--- src/rtl/u_bitscan.sv ---
// u_bitscan: iterative set-bit scanner emitting one index per output handshake.
// Define U_BITSCAN_OVERLAP_EN to accept the next vector on the cycle the final index transfers.
module u_bitscan #(
  parameter int W = 8,
  parameter int LSB = 1,
  localparam int IDXW = $clog2(W)
) (
  input  logic            clk,
  input  logic            rst,
  input  logic            i_in_vld,
  input  logic [W-1:0]    i_x,
  output logic            o_in_rdy,
  output logic            o_out_vld,
  input  logic            i_out_rdy,
  output logic [IDXW-1:0] o_idx,
  output logic            o_last
);
  typedef enum logic {IDLE, SCAN} state_t;
  state_t state, state_n;
  logic [W-1:0] v, v_n, rest;
  logic [IDXW-1:0] idx;
  logic scan, last, in_x, out_x;
  always_comb begin
    idx = '0;
    if (LSB != 0) begin
      for (int i = W - 1; i >= 0; i--) if (v[i]) idx = IDXW'(i);
    end else begin
      for (int i = 0; i < W; i++) if (v[i]) idx = IDXW'(i);
    end
    rest = v;
    rest[idx] = 1'b0;
  end
  assign scan = state == SCAN;
  assign last = rest == '0;
  assign o_out_vld = scan;
  assign o_idx = scan ? idx : '0;
  assign o_last = scan && last;
`ifdef U_BITSCAN_OVERLAP_EN
  assign o_in_rdy = !rst && (!scan || (last && i_out_rdy));
`else
  assign o_in_rdy = !rst && !scan;
`endif
  assign in_x = i_in_vld && o_in_rdy;
  assign out_x = scan && i_out_rdy;
  // A new vector overrides the scan result; only possible on the final transfer when overlapping.
  always_comb begin
    state_n = state;
    v_n = v;
    if (out_x) begin
      v_n = rest;
      state_n = last ? IDLE : SCAN;
    end
    if (in_x) begin
      v_n = i_x;
      state_n = (i_x != '0) ? SCAN : IDLE;
    end
  end
  always_ff @(posedge clk or posedge rst) begin
    if (rst) begin
      state <= IDLE;
      v <= '0;
    end else begin
      state <= state_n;
      v <= v_n;
    end
  end
endmodule

--- config.mk ---
export PLATFORM = sky130hd
export DESIGN_NAME = u_bitscan
export DESIGN_NICKNAME = d
export VERILOG_FILES = /design/src/rtl/u_bitscan.sv
export SDC_FILE = /design/constraint.sdc
export NUM_CORES = 1
export LEC_CHECK = 0
export CORE_MARGIN = 8
export CORE_UTILIZATION = 49
export DETAILED_ROUTE_END_ITERATION = 12
export GPL_TIMING_DRIVEN = 0
export PLACE_DENSITY = 0.8
export RECOVER_POWER = 100
export SLEW_MARGIN = 20
export SYNTH_ARGS = -nofsm -noshare
export SYNTH_HDL_FRONTEND = slang
export SYNTH_SLANG_ARGS = --single-unit
--- constraint.sdc ---
create_clock -name clk -period 4.2 [get_ports clk]
set_input_delay 0.84 -clock clk [delete_from_list [all_inputs] [get_ports clk]]
set_output_delay 0.84 -clock clk [all_outputs]
set_load 0.01 [all_outputs]
* Word level (Yosys, flattened, before mapping)
Cells that the tools add are included.
** Word-level totals
- Bits of input ports :: 12
- Bits in registers :: 9
- Output and inout bits :: 6
** Operators by class
- $lt $le $gt $ge :: 2
- Multiplexer cells :: 17
- Bitwise operators :: 2
- Reduce and logical (&&, ||, !) cells :: 10
** Operators by type and width (number)
- 3-bit two-way mux :: 9
- 8-bit two-way mux :: 2
- 8-bit bitwise AND :: 1
- 8-bit logical NOT :: 1
- 8-bit NOT :: 1
- 8-bit nonzero test :: 1
- 1-bit logical AND :: 5
- 1-bit two-way mux :: 5
- 3-bit by 4-bit less-than comparator with 1-bit output, second input constant :: 1
- 1-bit demux with 3-bit select :: 1
- 3-bit by 1-bit >= comparator with 1-bit output, second input constant :: 1
- 1-bit logical NOT :: 2
- 2-bit nonzero test :: 1

* Longest topological paths before layout
- Depth in word-level cells :: 18
- Mapped depth :: 5

* Worst setup path before layout
Ideal clock, no wire load.
- Path kind :: reg2out
- From :: register v[2]
- To :: output o_last
- Arrival time :: 1354 ps
- Slack :: 2006 ps
- Stages on the path, launching flop included :: 6
- Buffers on the path :: 1
- Cell sequence :: dfrtp_1 > buf_2 > maj3_2 > nor4_1 > a21oi_1 > a21boi_0
** Between the ends
- Word-level cells in the longest chain between the ends :: 11
** Ends and longest elaborated chain
- from (decl) :: RTL line 20 : logic [W-1:0] v, v_n, rest;
- from (signal assigned) :: RTL line 64 : v <= v_n;
- 3-bit two-way mux (3 in series) :: RTL line 26 : for (int i = W - 1; i >= 0; i--) if (v[i]) idx = IDXW'(i);
- 3-bit by 4-bit less-than comparator with 1-bit output (not written as such) / 3-bit by 1-bit >= comparator with 1-bit output (equally long branches) :: RTL line 31 : rest[idx] = 1'b0;
- 1-bit logical AND (not written as such) :: RTL line 31
- 1-bit two-way mux (not written as such) :: RTL line 31
- 1-bit demux with 3-bit select :: RTL line 31
- 8-bit NOT (no line)
- 8-bit bitwise AND (no line) (*)
- 8-bit logical NOT (*) :: RTL line 34 : assign last = rest == '0;
- 1-bit logical AND (*) :: RTL line 37 : assign o_last = scan && last;
- to (decl) :: RTL line 16 : output logic o_last
Mark *: on every way between the ends. The rest lies on a longest branch, timed or not.

* Final worst setup path
- From :: register v[1]
- To :: output o_last
** Between the ends
- Word-level cells in the longest chain between the ends :: 10
** Ends and longest elaborated chain (RTL line)
- 3-bit two-way mux (2 in series) :: 26
- 3-bit by 4-bit less-than comparator with 1-bit output (not written as such) / 3-bit by 1-bit >= comparator with 1-bit output (equally long branches) :: 31
- 1-bit logical AND (not written as such) :: 31
- 1-bit two-way mux (not written as such) :: 31
- 1-bit demux with 3-bit select :: 31
- 8-bit NOT (no line)
- 8-bit bitwise AND (no line) (*)
- 8-bit logical NOT (*) :: 34
- 1-bit logical AND (*) :: 37
Marked as above.

==> run metrics <==
gr ovfl total=0; final estimated routing congestion in global placement=0.851; via count of the first global-routing pass=680; number of resized instances in the post-cts repair step=0; Setup WS pre-CTS=1.42 ns; final slew viol count=0; capture point of the worst reg-to-reg path=o_out_vld; data arrival time of the critical path=2.39 ns; required time of the worst setup path=3.36 ns; crit path capture type=output pin; Avg WL per Cell=15.1 µm; Initial DRT Pass Iterations=5; RSZ-0062 raised after global routing=no; multi-input gate area in the final layout=364 µm²; final setup violation count=0; worst-margin pin slew=0.576 ns; Hold Vio Cnt, Final=0; period utilization=77.0%; FF/Latch Area=225 µm²; Worst IR Drop VDD=0.000366 V; maximum capacitance violations=0; Post-layout nets=109; floorplan die height=52.1 µm; number of fillers in the final layout=112; reg2reg path depth=4; sequential share of the synthesized area=35.3%; number of top-level pins=18; fraction of post-synthesis cell area in the top cell type by area=35.3%; Synth Cell Area=638 µm²; type of the worst setup path=reg2out; final antenna diode count=0; R2R Path Start=v[1]; number of hold buffers added after cts=0; Avg Vias per Cell=5.90; total negative setup slack=0 ns; starting density of the core=50.9%; fraction of final layout cells sized beyond drive strength 1=9.38%; total global-route track usage=13.9%; static leakage=0.367 nW; list of most frequent post-synthesis cells=9 x dfrtp_1, 8 x o21ai_0, 7 x nor2_1; full die area=0.00271 mm²; yosys warns=0; max_slew headroom=61.3%; ANT nets after route=0; largest area contributor in the synthesized netlist=dfrtp_1; Worst Path Max Fanout=7; DRC violation count after routing=0; most instantiated library cell after synthesis=dfrtp_1; Post-Syn Area per Cell=8.51 µm²; relative area change from synthesis to final layout=32.9%; dominant register cell in the synthesized netlist=dfrtp_1; Core Footprint=0.00125 mm²; clock slew seen by the registers of the worst setup and hold paths=0.07 ns; insertion delay to the later sink of the worst-skew pair=0.26 ns; final worst clock skew=0.00194 ns; syn_nets=87; gr busiest metal=met2; Sink Count=9; number of flops mapped to enable cells by yosys=0; power density relative to cell area=731 mW/mm²; met2 track utilization from global routing=22.8%; Die Width=52.1 µm; clock period minus final worst setup slack=3.23 ns; number of I/O port buffers=17; maximum level of the CTS H-tree=1; TritonCTS Buffers=3; global-route wire length before repair=2970 µm; Area contributors post-synth=dfrtp_1 35%, a22o_1 8.2%, o21ai_0 6.3%, nor2_1 4.1%, a21oi_1 3.9%; clock tree from TritonCTS=done; Max Fclk=309 MHz; number of flip-flops and latches in the synthesized netlist=9; post-DP HPWL=1350 µm; least setup slack across all paths after layout=0.966 ns; Mapped Cells=75; post-synth cell types=30; met3 routing resource usage after global routing=3.42%; pin count of the biggest net entering global routing=11; met1 Usage GRT=17.0%; number of cell rows=13; run status=finished, final reports clean; Starting DRT DRC Count=25; count of vias placed by the detailed router=655; Post-Route Hold Slack=0.615 ns; Final Routed Wirelength=1670 µm; critical path launch point type=flop; maximum clock insertion buffer count=2; clock root buffer=clkbuf_4; post-synthesis async set-or-reset flop share=100%; WHS Path Cells=1; number of antenna violations at the first check in global routing=0; worst hold endpoint=v[3]; buffers inserted by post-CTS timing repair=0; worst setup slack for register-to-register paths=2.38 ns; hold path start=v[3]; total power after layout=0.621 mW; Hold Path Class=reg2reg
## critical path, stage by stage, from the launching register on
cell and delay, ns:
dfrtp_1 0.45, nor4_1 0.56, and3_1 0.27, a21oi_1 0.06, a21boi_0 0.16, dlygate4sd3_1 0.63
## report_power, final
part	total, mW	internal [mW]	switching, mW
Clock	0.0690	0.0352	0.0338
Sequential	0.170	0.123	0.0465
Combinational	0.382	0.191	0.191
Total	0.621	0.349	0.272
## how the worst max path moves through the flow
stage	startpoint	end	slack (ns)	depth (start not counted)
after floorplan	v[2]	o_last	2.01	5
final	v[1]	o_last	0.97	5
after global placement	rst	o_in_rdy	1.44	3
after global routing	v[0]	o_last	0.78	6
after detailed placement	rst	o_in_rdy	1.42	3
after CTS	v[3]	o_last	1.18	5
## area by class of cell
| type | instances | share of cell area, % |
|---|---|---|
| buffer | 5 | 3.24 |
| timing repair buffer | 17 | 20.1 |
| sequential | 9 | 26.5 |
| clock inverter | 1 | 0.590 |
| clock buffer | 3 | 2.65 |
| tap | 15 | 2.21 |
| multi-input combinational | 57 | 42.9 |
| inverter | 4 | 1.77 |
## cell usage in the layout, fill, tap and decap left out, types with 2 or more instances in the layout
cell type	n
a21boi_0	2
a21o_1	3
a21oi_1	5
a22o_1	6
clkbuf_1	3
clkbuf_4	3
clkdlybuf4s50_1	11
dfrtp_1	9
dlygate4sd3_1	6
inv_1	4
nand2_1	4
nor2_1	7
nor2b_1	2
nor3_1	2
nor4_1	4
o21ai_0	8
## registers in the layout (all words and copies together) (netlist names)
signal / cells
o_out_vld: 1
v: 8
## routing by layer
metal,vias to the layer above,routed length (µm)
met2,19,828
li1,321,-
met3,0,88
met4,0,0
met5,-,0
met1,315,757
## cells by family after synthesis
group,Yosys count,synth area share (%)
buf+inv,9,6.66
flops,9,35.3
compound gates,30,32.9
simple gates,25,21.8
fa+ha+maj,2,3.33
## through the flow
stage	util [%]	std cells	instance area [µm²]
after floorplan	-	75	638
after global placement	66.0	107	827
after detailed placement	66.0	107	827
after CTS	68.2	111	855
after global routing	67.7	111	848
final	67.7	111	848
(Power assumes the default switching activity.)
